--- src/rtl/sound_cmd_latch.sv ---
// Main-to-sound CPU command latch: 4-deep command FIFO, NMI doorbell with
// hold/gap pacing, and a periodic IRQ generator on the sound-CPU clock enable.
//
// state  | meaning
// IDLE   | queue empty, NMI low
// ASSERT | NMI high, hold timer running
// WAIT   | NMI high, waiting for the sound CPU to read
// GAP    | NMI low for the minimum gap before re-asserting
module sound_cmd_latch #(
    parameter int IRQ_PERIOD = 16384,
    parameter int NMI_HOLD   = 32
) (
    input  logic       CLK48M,
    input  logic       RESET,
    input  logic       SNDRQ,
    input  logic [7:0] SNDNO,
    input  logic       SCPU_CLKEN,
    input  logic       SCPU_RDACK,
    input  logic       IRQ_ACK,
    output logic [7:0] SCPU_DO,
    output logic       SCPU_NMI,
    output logic       SCPU_IRQ,
    output logic [2:0] FIFO_CNT,
    output logic       OVF
);

    localparam int TW = $clog2(NMI_HOLD + 1);
    localparam int CW = (IRQ_PERIOD > 1) ? $clog2(IRQ_PERIOD) : 1;
    localparam logic [TW-1:0] HOLD_LOAD = TW'(NMI_HOLD - 1);
    localparam logic [CW-1:0] IRQ_LAST  = CW'(IRQ_PERIOD - 1);

    typedef enum logic [1:0] {S_IDLE, S_ASSERT, S_WAIT, S_GAP} nmi_state_t;

    logic [7:0]    mem_q [4];
    logic [1:0]    wr_ptr_q, wr_ptr_d, rd_ptr_q, rd_ptr_d, rd_nxt;
    logic [2:0]    cnt_q, cnt_d;
    logic [7:0]    do_q, do_d;
    logic          ovf_q, ovf_d;
    logic          push, pop;
    nmi_state_t    st_q;
    logic          nmi_q;
    logic [TW-1:0] tmr_q;
    logic [CW-1:0] irq_cnt_q, irq_cnt_d;
    logic          irq_q, irq_d, irq_wrap;

    always_comb begin
        pop      = SCPU_RDACK && (cnt_q != 3'd0);
        push     = SNDRQ && ((cnt_q != 3'd4) || pop);
        rd_nxt   = rd_ptr_q + 2'd1;
        wr_ptr_d = push ? wr_ptr_q + 2'd1 : wr_ptr_q;
        rd_ptr_d = pop ? rd_nxt : rd_ptr_q;
        cnt_d    = cnt_q + {2'b00, push} - {2'b00, pop};
        ovf_d    = ovf_q | (SNDRQ && !push);
        do_d     = do_q;
        // The new head may be the byte being written this very cycle
        if (pop) begin
            if (cnt_d != 3'd0)
                do_d = (push && (wr_ptr_q == rd_nxt)) ? SNDNO : mem_q[rd_nxt];
        end else if (push && (cnt_q == 3'd0)) begin
            do_d = SNDNO;
        end

        irq_wrap  = SCPU_CLKEN && (irq_cnt_q == IRQ_LAST);
        irq_cnt_d = irq_cnt_q;
        if (SCPU_CLKEN)
            irq_cnt_d = irq_wrap ? '0 : irq_cnt_q + CW'(1);
        irq_d = irq_wrap | (irq_q & ~IRQ_ACK);
    end

    // Storage is deliberately left out of reset; the pointers define validity.
    always_ff @(posedge CLK48M) begin
        if (push)
            mem_q[wr_ptr_q] <= SNDNO;
    end

    always_ff @(posedge CLK48M or posedge RESET) begin
        if (RESET) begin
            wr_ptr_q  <= '0;
            rd_ptr_q  <= '0;
            cnt_q     <= '0;
            do_q      <= '0;
            ovf_q     <= 1'b0;
            st_q      <= S_IDLE;
            nmi_q     <= 1'b0;
            tmr_q     <= '0;
            irq_cnt_q <= '0;
            irq_q     <= 1'b0;
        end else begin
            wr_ptr_q  <= wr_ptr_d;
            rd_ptr_q  <= rd_ptr_d;
            cnt_q     <= cnt_d;
            do_q      <= do_d;
            ovf_q     <= ovf_d;
            irq_cnt_q <= irq_cnt_d;
            irq_q     <= irq_d;
            case (st_q)
                S_IDLE: begin
                    if (cnt_d != 3'd0) begin
                        st_q  <= S_ASSERT;
                        nmi_q <= 1'b1;
                        tmr_q <= HOLD_LOAD;
                    end
                end
                S_ASSERT, S_WAIT: begin
                    if (pop) begin
                        nmi_q <= 1'b0;
                        if (cnt_d == 3'd0) begin
                            st_q <= S_IDLE;
                        end else begin
                            st_q  <= S_GAP;
                            tmr_q <= HOLD_LOAD;
                        end
                    end else if (st_q == S_ASSERT) begin
                        if (tmr_q == '0)
                            st_q <= S_WAIT;
                        else
                            tmr_q <= tmr_q - TW'(1);
                    end
                end
                S_GAP: begin
                    if (tmr_q != '0) begin
                        tmr_q <= tmr_q - TW'(1);
                    end else if (cnt_d != 3'd0) begin
                        st_q  <= S_ASSERT;
                        nmi_q <= 1'b1;
                        tmr_q <= HOLD_LOAD;
                    end else begin
                        st_q <= S_IDLE;
                    end
                end
                default: begin
                    st_q  <= S_IDLE;
                    nmi_q <= 1'b0;
                end
            endcase
        end
    end

    assign SCPU_DO  = do_q;
    assign SCPU_NMI = nmi_q;
    assign SCPU_IRQ = irq_q;
    assign FIFO_CNT = cnt_q;
    assign OVF      = ovf_q;

endmodule
--- config.mk ---
export PLATFORM = sky130hd
export DESIGN_NAME = sound_cmd_latch
export DESIGN_NICKNAME = d
export VERILOG_FILES = /design/src/rtl/sound_cmd_latch.sv
export SDC_FILE = /design/constraint.sdc
export NUM_CORES = 1
export LEC_CHECK = 0
export ABC_AREA = 0
export CAP_MARGIN = 20
export CORE_UTILIZATION = 29
export DETAILED_ROUTE_END_ITERATION = 10
export PLACE_DENSITY_LB_ADDON = 0.12
export SYNTH_ARGS = -nofsm -noshare
export SYNTH_HDL_FRONTEND = slang
export SYNTH_SLANG_ARGS = --single-unit
--- constraint.sdc ---
create_clock -name CLK48M -period 5.1 [get_ports CLK48M]
set_input_delay 0.765 -clock CLK48M [delete_from_list [all_inputs] [get_ports CLK48M]]
set_output_delay 0.765 -clock CLK48M [all_outputs]
set_load 0.1 [all_outputs]
Word level (Yosys, flattened, before mapping)
Memory sizes are Yosys's and may differ from the RTL's. Index checks and enable logic that the tools add are counted.

Output and inout bits: 14. Memories: 1. Memory bits (writable): 32. Memory bits (read-only): 0. Logic and storage cells: 82. Input port bits: 14. Flip-flop bits (word level): 40. Latch bits: 0.

Multiply operators: 0. Eq/ne operators: 14. Reductions and logical operators: 21. Shift-type cells: 0. Divide/modulo/power cells: 0. Bitwise gates (word level): 4. Mux-type cells: 26. Order comparisons: 0. Add/sub/neg operators: 6.

Memory list: mem_q (depth 4, width 8, rd ports 1, clocked after Yosys merged registers in 0, wr ports 1, line 34) `logic [7:0] mem_q [4];`.

Operators with widths (number): 6-bit 2-to-1 mux (6); 8-bit 2-to-1 mux (4); 6-bit one-hot mux with 3 select lines (1); 3-bit inequality test (second input constant) (5); 14-bit by 1-bit adder with 14-bit output (second input constant) (1); 14-bit equality test (second input constant) (1); 14-bit 2-to-1 mux (1); 2-bit 2-to-1 mux (6); 1-bit logical AND (6); 3-bit zero test (2); 6-bit zero test (1); 1-bit 2-to-1 mux (6); 2-bit inequality test (second input constant) (3); 2-bit one-hot mux with 3 select lines (1); 3-bit nonzero test (2); 6-bit nonzero test (1); 6-bit by 1-bit subtractor with 6-bit output (second input constant) (1); 2-bit by 1-bit adder with 2-bit output (second input constant) (2); 2-bit equality test (second input constant) (2); 2-bit AND reduction (2); 4-bit AND reduction (1); 3-bit by 1-bit adder with 3-bit output (1); 1-bit one-hot mux with 3 select lines (1); 3-bit AND reduction (1); 12 further kinds (13).

Logic depth before layout (Yosys ltp)
Gate-level depths: netlist (run 1).

Word-level depth: 10. Gate-level depth with buffers: 14. Gate-level depth less buffers: 12.

Worst setup path before layout (run 1)
No wires, ideal clock.

Path kind: flip-flop to flip-flop. Start: register cnt_q[1], in the netlist FIFO_CNT[1]. End: register st_q[0]. Data required time: 4.975 ns. Stages on the path, launching flop included: 13. Buffers on the path: 1. Path slack: 1.382 ns. Data arrival time: 3.594 ns. Setup time: 0.125 ns. Clock period less this slack: 3.718 ns. Cell sequence: dfrtp_1 nor4b_1 nor2b_1 buf_2 inv_1 ha_1 inv_1 ha_1 fa_1 xnor3_1 nor3_4 a22o_1 mux2_2.

Cells in the longest elaborated chain, start to end: 10. Elaborated cells on any way between the ends: 18. Classes of those cells: add/sub (2); eq/ne (4); mux (5); reduce/logical (7).

Ends and longest elaborated chain: from (decl) (line 36) `logic [2:0] cnt_q, cnt_d;`; from (signal assigned) (line 91) `cnt_q <= cnt_d;`; 3-bit nonzero test (line 47) `pop = SCPU_RDACK && (cnt_q != 3'd0);`; 1-bit logical AND (line 47); 1-bit logical OR (line 48) `push = SNDRQ && ((cnt_q != 3'd4) || pop);`; 1-bit logical AND (line 48); 3-bit by 1-bit adder with 3-bit output (line 52) `cnt_d = cnt_q + {2'b00, push} - {2'b00, pop};`; 3-bit by 1-bit subtractor with 3-bit output * (line 52); named net cnt_d[2] (line 36); 3-bit nonzero test or 3-bit zero test (tied branches) (line 98, 123, 107); 1-bit 2-to-1 mux or 2-bit 2-to-1 mux (tied branches) (line 123, 107); 2-bit 2-to-1 mux, on equally long branches (line 121, 105); 2-bit one-hot mux with 3 select lines (line 96) `case (st_q)`; to (signal assigned) (line 99) `st_q <= S_ASSERT;`; to (signal assigned) (line 124) `st_q <= S_ASSERT;`; to (signal assigned) (line 128) `st_q <= S_IDLE;`; to (decl) (line 40) `nmi_state_t st_q;`.

The timed path passes the listed nets; every way through them passes the cells marked *. The select of a mux whose other input is x is not followed. A chain may end at the register's enable or synchronous reset.

Worst setup path after layout (run 1)
Start: input SCPU_RDACK. End: register do_q[6], in the netlist SCPU_DO[6].

Cells in the longest elaborated chain, start to end: 8. Elaborated cells on any way between the ends: 14. Classes of those cells: add/sub (2); eq/ne (1); mux (3); reduce/logical (8).

Ends and longest elaborated chain: from (decl) (line 18) `input logic SCPU_RDACK,`; 1-bit logical AND * (line 47); 1-bit logical OR (line 48); 1-bit logical AND (line 48); 3-bit by 1-bit adder with 3-bit output (line 52); 3-bit by 1-bit subtractor with 3-bit output * (line 52); named net cnt_d[2] (line 36); 3-bit nonzero test * (line 57) `if (cnt_d != 3'd0)`; 2-bit by 1-bit inequality test with 1-bit output (no line) *; 2-bit AND reduction (no line) *; to (signal assigned) (line 92) `do_q <= do_d;`; to (decl) (line 37) `logic [7:0] do_q, do_d;`.

Marks and branches as above.

==> results of run 1 <==
## routing by layer
metal,share of wire (%),track usage (%)
met1,47,16.1
met5,0,0
met4,1.6,5.32
met3,4.8,3.55
met2,46,19.3
## registers in the layout, summed over array words and instances (netlist names)
signal     cells
mem_q         32
irq_cnt_q     14
SCPU_DO        8
tmr_q          6
FIFO_CNT       3
rd_ptr_q       2
st_q           2
wr_ptr_q       2
OVF            1
SCPU_IRQ       1
SCPU_NMI       1
## power by group
| group | total, µW | leakage, µW | switching, µW | internal (µW) |
|---|---|---|---|---|
| Sequential | 972 | 0.000780 | 181 | 790 |
| Clock | 676 | 0.000156 | 247 | 429 |
| Combinational | 1460 | 0.000708 | 926 | 529 |
| Total | 3100 | 0.00164 | 1350 | 1750 |
## worst reg2reg max path: cells and delay by family (launching register included)
| kind | cells | cell delay (ns) |
|---|---|---|
| AND/OR/NAND/NOR | 4 | 1.29 |
| adder cells (fa/ha/maj) | 3 | 0.83 |
| XOR/XNOR | 1 | 0.42 |
| buffers and inverters | 2 | 0.13 |
| AO/OA/AOI/OAI | 2 | 0.36 |
| flip-flops | 1 | 0.46 |
## cell type report
class / instances / area, µm² / share of cell area (%)
clock inverter: 7 / 95.1 / 2.26
sequential: 72 / 1960 / 46.6
clock buffer: 9 / 225 / 5.34
timing repair buffer: 29 / 285 / 6.77
multi-input combinational: 178 / 1400 / 33.3
inverter: 17 / 63.8 / 1.51
tap: 143 / 179 / 4.25
## logic make-up after synthesis
group / synth area share (%)
DFF: 56.6
xor gates and xnor gates: 4.69
AOI/OAI and AO/OA: 11.7
muxes: 8.45
adders and majority gates: 4.91
buffers and inverters: 3.00
and+or+nand+nor: 10.7
## metrics by stage
step | util, % | area [µm²] | total power [µW]
global route | 36.6 | 4210 | 3280
finish | 36.6 | 4210 | 3100
global placement | 33.8 | 3890 | 2450
detailed placement | 33.8 | 3890 | 2450
floorplan | - | 3460 | 2110
CTS | 36.6 | 4210 | 3140
## placed cells by master (no fill, tap or decap), drive strengths merged, types with 9 or more instances in the layout
cell type,netlist,routed
mux2i,9,9
a21oi,24,24
nor2,21,21
dfrtp,40,40
nand2,15,15
edfxtp,32,32
ha,12,12
clkbuf,2,9
xnor2,14,14
clkdlybuf4s50,0,27
inv,17,17
## worst paths after layout
| check | startpoint | endpoint | slack (ns) | cells after the start |
|---|---|---|---|---|
| setup / recovery | SCPU_RDACK | SCPU_DO[6] | 1.10 | 13 |
| hold / removal | OVF | OVF | 0.46 | 1 |
| setup reg to reg | FIFO_CNT[2] | SCPU_DO[6] | 1.45 | 12 |
| hold reg to reg | OVF | OVF | 0.46 | 1 |
| max in group asynchronous | RESET | OVF | 3.83 | 3 |
| min in group asynchronous | RESET | irq_cnt_q[13] | 0.87 | 3 |
==> metrics.md, run 1 <==
| Metric | Value |
|---|---|
| DP Wirelength | 4.66 mm |
| First-pass GRT wire length | 11.6 mm |
| Max Clock Skew | 0.00552 ns |
| Synth Warn # | 0 |
| Via/cell ratio | 4.85 |
| Max_slew headroom | 33.4% |
| Cell accounting for the most synthesized area | dfrtp_1 |
| Max Fclk | 250 MHz |
| PwrDens | 736 mW/mm² |
| Post-synth cell types | 54 |
| Max stage delay cell, worst path | nor2b_1 |
| DRC viols | 8 |
| Syn-to-layout area delta | 21.6% |
| VDD IR max | 0.422 mV |
| Post-Synthesis Cells | 274 |
| Global route overflow | 0 |
| Top cells by area, synth | dfrtp_1, edfxtp_1, mux4_2 |
| 1st-iter DRT viols | 112 |
| Initial Utilization | 30.1% |
| Pleak | 0.00164 µW |
| Die H | 111 µm |
| Pre-CTS WS | 0.698 ns |
| Number of synthesized flops with an enable pin | 32 |
| GPL Wtd Cong | 0.758 |
| Largest net degree at the start of global routing | 41 |
| Worst setup margin | 1.10 ns |
| TritonRoute pass-1 iters | 7 |
| Top_reg_cell synth | dfrtp_1 |
| Post-CTS Setup Bufs | 0 |
| Clk sinks | 72 |
| Vias | 2208 |
| Syn nets | 301 |
| CP Cell Sequence | clkdlybuf4s50_1, nor4b_1, nor2b_1, inv_1, ha_1, inv_1, ha_1, fa_1, xnor3_1, nor3_4, o21ai_2, nor2_1, a21oi_1 |
| Layout cells sized above 1 | 11.2% |
| CTS root buf | clkbuf_16 |
| Vias in the first global route | 2202 |
| Worst Path Required | 5.29 ns |
| Count leader, synth | dfrtp_1 |
| Final net count | 334 |
| ANT cells | 0 |
| Antenna violations before repair | 0 |
| Post-Synthesis Cell Area | 0.00346 mm² |
| Final setup TNS | 0 ns |
| Clk_lat worst skew | 0.33 ns |
| Max clock buf depth | 2 |
| Routed WL per cell | 15.5 µm |
| PortBufs | 27 |
| Core ar. | 0.0115 mm² |
| Worst path bufs/invs | 3 |
| CP max stage delay | 0.51 ns |
| Fin. Hold Viols | 0 |
| Worst EP arrival | 4.19 ns |
| Synth Area per Inst | 12.6 µm² |
| Crit path max fanout | 16 |
| Finished Layout Cells | 455 |
| Minimum clock period | 4.00 ns |
| Final Setup Violations | 0 |
| Synth top area share | 28.9% |
| Post-DRT Antenna Nets | 0 |
| Yosys reg bits | 72 |
| Cell row count | 39 |
| Startpoint types | primary input |
| IO Pins | 28 |
| Max-Cap Viols | 0 |
| Worst hold path type | register to register |
| Top cell types by occurrence after synthesis | dfrtp_1, edfxtp_1, a21oi_1 |
| Die area | 0.0124 mm² |
| Cell count after placement | 439 |
| Resized cells post-CTS | 0 |
| Die W | 111 µm |
| Crit end category | register |
| Cell family with most CP delay | simple AND/OR/NAND/NOR gates |
| H-tree Lvls | 3 |
| Max Slew Vio Count | 0 |
| Critical path class | primary input to register |
| RSZ-0062 raised after global routing | false |
| Hold_buf cts | 0 |
| Filler cells | 1115 |
| Status | finished with violations |
| Worst-Margin Slew | 0.996 ns |
| Part of the cycle the worst path needs | 78.4% |
| Sequential share of the synthesized area | 56.6% |
| CTS tree | yes |
| Failing checks | DRC |
| Async SR Flop Fraction | 55.6% |
| Hold Slack | 0.459 ns |
| Worst-path clk slew | 0.06 ns |
| Final WL | 7.07 mm |
| GRT Util Overall | 12.4% |
| CTS Buf Count | 9 |
Power figures use the tool's default switching activity.
==> run 2, diff against run 1 <==
Clock period 5.1 ns to 3.3 ns, I/O delays scaled along.
==> run 2 against run 1 <==
The flow still finishes with violations (DRC); combinational power up 58%; highest routed layer unchanged; final cell count increased by 1.3%; sequential cell count did not move; die area did not move; power is 52% higher; via count up 0.32%; count of clock-buffer cells in the layout unchanged; register-to-register slack got worse by 1.1 ns; core utilization rose by 0.24 points; hold slack improved by 0.011 ns.
==> metrics.md, run 2 (synthesis gave the netlist of run 1 again) <==
| Metric | Value |
|---|---|
| Status | finished with violations |
| Failing checks | DRC |
| Max-Cap Viols | 0 (unchanged) |
| Cell count after placement | 446 (+1.6%) |
| Post-DRT Antenna Nets | 0 (unchanged) |
| Worst Path Required | 3.52 ns (-1.77 ns) |
| First-pass GRT wire length | 11.7 mm (+0.47%) |
| Clk sinks | 72 (unchanged) |
| PwrDens | 1110 mW/mm² (+51%) |
| Cell row count | 39 (unchanged) |
| Final Setup Violations | 0 (unchanged) |
| PortBufs | 27 (unchanged) |
| Finished Cell Area | 0.00424 mm² (+0.65%) |
| Worst path bufs/invs | 4 (+1) |
| ANT cells | 0 (unchanged) |
| Initial Utilization | 30.1% (unchanged) |
| Crit end category | register |
| Die area | 0.0124 mm² (unchanged) |
| Vias | 2215 (+0.32%) |
| Clk_lat worst skew | 0.33 ns (about the same) |
| DP Wirelength | 4.71 mm (+1.2%) |
| RSZ-0062 raised after global routing | true |
| CTS Buf Count | 9 (unchanged) |
| Switching pwr | 2070 µW (+53%) |
| Most common cell after layout, fill and taps aside | dfrtp_1 |
| Vias in the first global route | 2214 (+0.54%) |
| Max Slew Vio Count | 0 (unchanged) |
| Startpoint types | primary input |
| Final WL | 6.95 mm (-1.7%) |
| Routed WL per cell | 15.1 µm (-3.0%) |
| Sequential power share | 31.1% (-0.2 points) |
| Finished Layout Cells | 461 (+1.3%) |
| 1st-iter DRT viols | 72 (-36%) |
| Via/cell ratio | 4.80 (-0.99%) |
| Fin. Hold Viols | 0 (unchanged) |
| VDD IR max | 0.353 mV (-16%) |
| Worst hold path type | register to register |
| Logic gate share of total power | 48.9% (+2.0 points) |
| Worst EP arrival | 3.27 ns (-0.92 ns) |
| Worst-Margin Slew | 0.972 ns (-0.0240 ns) |
| Max Fclk | 327 MHz |
| CTS root buf | clkbuf_16 |
| Worst setup margin | 0.241 ns (-0.859 ns) |
| GPL Wtd Cong | 0.790 (+4.2%) |
| DR top layer | met4 |
| Met3 Wirelength | 245 µm (-28%) |
| Hold Slack | 0.470 ns (+0.0111 ns) |
| Max Clock Skew | 0.00431 ns (-0.00122 ns) |
| Die H | 111 µm (unchanged) |
| Largest net degree at the start of global routing | 24 (-41%) |
| TritonRoute pass-1 iters | 7 (unchanged) |
| Cell family with most CP delay | buffers and inverters |
| Global route overflow | 0 (unchanged) |
| Antenna violations before repair | 0 (unchanged) |
| Most frequent cells in the layout | dfrtp_1, edfxtp_1, clkdlybuf4s50_1 |
| Crit path max fanout | 8 (-8) |
| Worst-path clk slew | 0.05 ns (about the same) |
| Final net count | 341 (+2.1%) |
| Layout cells sized above 1 | 14.5% (+3.2 points) |
| Met2 WL | 3.30 mm (+0.52%) |
| Internal power | 2660 µW (+52%) |
| Reg with most FFs | mem_q |
| Pre-CTS WS | -0.216 ns (-0.915 ns) |
| Syn-to-layout area delta | 22.4% |
| Die W | 111 µm (unchanged) |
| Post-CTS Setup Bufs | 0 (unchanged) |
| CP Cell Sequence | clkdlybuf4s50_1, nor4b_2, nor2b_1, inv_1, ha_1, inv_1, ha_1, fa_1, xnor3_1, nor3_4, buf_4, o211ai_4, nand2_1, o22a_1 |
| CP max stage delay | 0.44 ns (-0.07 ns) |
| IO Pins | 28 (unchanged) |
| Clock power share | 20.0% (-1.8 points) |
| Sw Share | 43.8% (+0.094 points) |
| Placed cell area | 0.00395 mm² (+1.4%) |
| Critical path class | primary input to register |
| Minimum clock period | 3.06 ns |
| Part of the cycle the worst path needs | 92.7% |
| DRC viols | 2 (-6) |
| GRT Util Overall | 12.4% (+0.031 points) |
| Max_slew headroom | 35.0% (+1.6 points) |
| Max stage delay cell, worst path | clkdlybuf4s50_1 |
| CTS tree | yes |
| Core ar. | 0.0115 mm² (unchanged) |
| H-tree Lvls | 3 (unchanged) |
| Pleak | 0.00166 µW (+1.1%) |
| Max reg flops | 32 (unchanged) |
| Max clock buf depth | 2 (unchanged) |
| M1 WL | 3.35 mm (+0.33%) |
## run 2: changes by cell type in the layout (fill, tap and decap cells not counted)
cell | before | now
buf_4 | 2 | 11
bufinv_16 | 2 | 1
clkdlybuf4s50_1 | 27 | 25
clkinv_1 | 1 | 2
clkinv_4 | 1 | 0
dfrtp_1 | 40 | 37
dfrtp_2 | 0 | 1
dfrtp_4 | 0 | 2
nor4b_1 | 1 | 0
nor4b_2 | 0 | 1
## run 2: metal layers
layer  track usage, %  up-vias
met5                0        -
met4             4.86        0
met3             3.61        4
met2             19.5       40
met1             16.1     1084
li1                 -     1087
## run 2: final timing paths
kind                            slack (ns)      endpoint  cells after the start         from
worst max-delay path                  0.24      tmr_q[3]                     14   SCPU_RDACK
worst min-delay path                  0.47           OVF                      1          OVF
worst max register to register        0.31      tmr_q[3]                     13  FIFO_CNT[2]
worst min register to register        0.47           OVF                      1          OVF
max in group asynchronous             2.06   FIFO_CNT[1]                      3        RESET
min in group asynchronous             0.50  irq_cnt_q[2]                      2        RESET
## run 2: power groups by stage
| stage | logic (µW) | clock network, µW | registers, µW |
|---|---|---|---|
| 3_5_place_dp | 2330 | 0 | 1480 |
| 6_report | 2310 | 944 | 1470 |
| 2_1_floorplan | 1290 | 0 | 1990 |
| 3_3_place_gp | 2330 | 0 | 1480 |
| 4_1_cts | 2340 | 981 | 1470 |
| 5_1_grt | 2520 | 1010 | 1520 |
## run 2: cell type report
type / count / area, µm²
clock inverter: 6 / 60.1
tap: 143 / 179
inverter: 17 / 63.8
fill: 1140 / 7270
timing repair buffer: 36 / 333
sequential: 72 / 1970
clock buffer: 9 / 225
multi-input combinational: 178 / 1410
## run 2: timing repair
action | in CTS | in global routing
hold buffers | 0 | 0
endpoints found under the hold margin | 0 | 0
setup endpoints to repair | 0 | 16
gates resized for setup | 0 | 1
## run 2: metrics by stage
step                power (µW)  setup TNS [ns]  util [%]
floorplan                 3280               0         -
global placement          3810           -1.51      34.3
detailed placement        3820           -2.87      34.3
CTS                       4790               0      36.8
global route              5050         -0.0496      36.8
finish                    4720               0      36.8
==> run 3, diff against run 2 <==
Clock period 3.3 ns to 2.5 ns, I/O delays scaled along.
==> run 3 against run 2 <==
The flow finishes with violations (DRC, setup timing); critical path depth shrank 4; sequential share of layout area decreased by 2.6 points; final cell count up 3.9%; combinational power up 54%; largest cell class unchanged; clock skew up 0.0011 ns; sequential power grew 31%; worst setup slack worse by 0.56 ns; register-to-register slack lost 0.63 ns; via count increased by 4.5%; non-clock buffer count increased by 17.
==> metrics.md, run 3 (synthesis gave the netlist of run 1 again) <==
| Metric | Value |
|---|---|
| Reg with most FFs | mem_q |
| H-tree Lvls | 3 (unchanged) |
| Crit end category | register |
| Cell count after placement | 459 (+2.9%) |
| Max Slew Vio Count | 0 (unchanged) |
| DP Wirelength | 4.85 mm (+2.8%) |
| Max reg flops | 32 (unchanged) |
| Core ar. | 0.0115 mm² (unchanged) |
| Max Fclk | 354 MHz |
| Worst hold path type | register to register |
| Max clock buf depth | 2 (unchanged) |
| Minimum clock period | 2.82 ns |
| RSZ-0062 raised after global routing | true |
| Die H | 111 µm (unchanged) |
| Syn-to-layout area delta | 29.8% |
| Placed cell area | 0.00407 mm² (+3.1%) |
| Sequential power share | 28.0% (-3.1 points) |
| Fin. Hold Viols | 0 (unchanged) |
| Global route overflow | 0 (unchanged) |
| Finished Cell Area | 0.00450 mm² (+6.0%) |
| Critical path class | register to register |
| Failing checks | DRC, setup timing |
| Clock power share | 20.4% (+0.4 points) |
| CP Cell Sequence | o31ai_4, inv_2, ha_4, inv_2, ha_4, fa_2, xnor3_2, nor3_4, a22o_1, mux2_4 |
| DRC viols | 8 (+6) |
| Most frequent cells in the layout | dfrtp_1, buf_4, edfxtp_1 |
| 1st-iter DRT viols | 88 (+22%) |
| GPL Wtd Cong | 0.760 (-3.8%) |
| Largest net degree at the start of global routing | 41 (+71%) |
| CTS root buf | clkbuf_16 |
| Die W | 111 µm (unchanged) |
| Routed WL per cell | 14.9 µm (-1.2%) |
| CTS tree | yes |
| Most common cell after layout, fill and taps aside | dfrtp_1 |
| Antenna violations before repair | 0 (unchanged) |
| Die area | 0.0124 mm² (unchanged) |
| Via/cell ratio | 4.83 (+0.59%) |
| Worst path bufs/invs | 2 (-2) |
| Max Clock Skew | 0.00544 ns (+0.00113 ns) |
| Worst setup margin | -0.323 ns (-0.564 ns) |
| Post-DRT Antenna Nets | 0 (unchanged) |
| Worst EP arrival | 3.04 ns (-0.23 ns) |
| TritonRoute pass-1 iters | 7 (unchanged) |
| Pleak | 0.00180 µW (+8.5%) |
| Worst-Margin Slew | 0.656 ns (-0.316 ns) |
| Clk_lat worst skew | 0.34 ns (about the same) |
| ANT cells | 0 (unchanged) |
| Max stage delay cell, worst path | dfrtp_4 |
| Vias in the first global route | 2375 (+7.3%) |
| Design Power | 6900 µW (+46%) |
| Max_slew headroom | 55.9% (+21 points) |
| Crit path max fanout | 4 (-4) |
| Hold_buf cts | 0 (unchanged) |
| IO Pins | 28 (unchanged) |
| GRT Util Overall | 12.9% (+0.51 points) |
| Cell family with most CP delay | adder cells |
| Startpoint types | register |
| PwrDens | 1530 mW/mm² (+38%) |
| Switching pwr | 2910 µW (+41%) |
| Final Setup Violations | 17 (+17) |
| Worst Path Required | 2.72 ns (-0.80 ns) |
| Sw Share | 42.1% (-1.6 points) |
| Fin util | 39.0% (+2.2 points) |
| Internal power | 3990 µW (+50%) |
| Vias | 2315 (+4.5%) |
| VDD IR max | 0.609 mV (+72%) |
| CP max stage delay | 0.50 ns (+0.06 ns) |
| Layout cells sized above 1 | 26.2% (+12 points) |
| Final net count | 358 (+5.0%) |
| CTS Buf Count | 9 (unchanged) |
| First-pass GRT wire length | 12.2 mm (+4.7%) |
| Worst-path clk slew | 0.06 ns (about the same) |
| Finished Layout Cells | 479 (+3.9%) |
| Status | finished with violations |
| Pre-CTS WS | -0.765 ns (-0.549 ns) |
| Max-Cap Viols | 0 (unchanged) |
| Final WL | 7.14 mm (+2.7%) |
| Cell row count | 39 (unchanged) |
| Clk sinks | 72 (unchanged) |
| Logic gate share of total power | 51.6% (+2.7 points) |
| PortBufs | 27 (unchanged) |
| Part of the cycle the worst path needs | 113% |
| Initial Utilization | 30.1% (unchanged) |
-- run 3: cell types whose count changed in the layout (fill, tap and decap cells not counted), sizes merged --
cell / change
buf: +29
bufinv: +1
clkbuf: +1
clkdlybuf4s50: -12
clkinvlp: -1
-- run 3: worst register-to-register path, cell delays in order (launching register included) --
cell	delay, ns
dfrtp_4	0.50
o31ai_4	0.27
inv_2	0.08
ha_4	0.26
inv_2	0.03
ha_4	0.14
fa_2	0.32
xnor3_2	0.27
nor3_4	0.26
a22o_1	0.26
mux2_4	0.31
-- run 3: routing by layer --
metal | GRT usage, % | up-vias | share of wire (%)
li1 | - | 1117 | -
met1 | 15.8 | 1147 | 45
met2 | 21.2 | 41 | 49
met3 | 3.88 | 10 | 4.1
met4 | 5.41 | 0 | 1.8
met5 | 0 | - | 0
-- run 3: path summary, 6_finish.rpt --
kind / start / endpoint / slack (ns) / cells past startpoint
min reg2reg: irq_cnt_q[12] / irq_cnt_q[12] / 0.47 / 1
max in group asynchronous: RESET / FIFO_CNT[1] / 1.59 / 3
max: FIFO_CNT[2] / st_q[1] / -0.32 / 10
min: irq_cnt_q[12] / irq_cnt_q[12] / 0.47 / 1
max reg2reg: FIFO_CNT[2] / st_q[1] / -0.32 / 10
min in group asynchronous: RESET / SCPU_DO[6] / 0.48 / 3
-- run 3: final cells by class --
type                    instances  area (µm²)
clock inverters                 6        91.3
repair buffers                 53         463
clock buffers                  10         239
multi-input cells             178        1490
inverters                      17        63.8
fillers                      1141        7020
flip-flops and latches         72        1970
well taps                     143         179
-- run 3: stage by stage --
stage | hold WS (ns) | setup TNS, ns
2_1_floorplan | 0.439 | -8.61
3_3_place_gp | 0.462 | -10.46
3_5_place_dp | 0.460 | -11.57
4_1_cts | 0.473 | -5.05
5_1_grt | 0.503 | -7.40
6_report | 0.472 | -4.81
-- run 3: repair_timing --
item                                   in CTS  in global routing
endpoints found under the hold margin       0                  0
gates resized for setup                     5                  9
pin swaps                                   7                  8
setup endpoints to repair                  17                 17
buffers inserted                            2                  2
-- run 3: power by group through the flow --
stage / clock (µW) / combinational (µW) / sequential (µW)
global placement: 0 / 3320 / 1960
CTS: 1450 / 3430 / 1940
finish: 1410 / 3560 / 1930
detailed placement: 0 / 3320 / 1960
floorplan: 0 / 1730 / 2650
global route: 1490 / 3860 / 1990
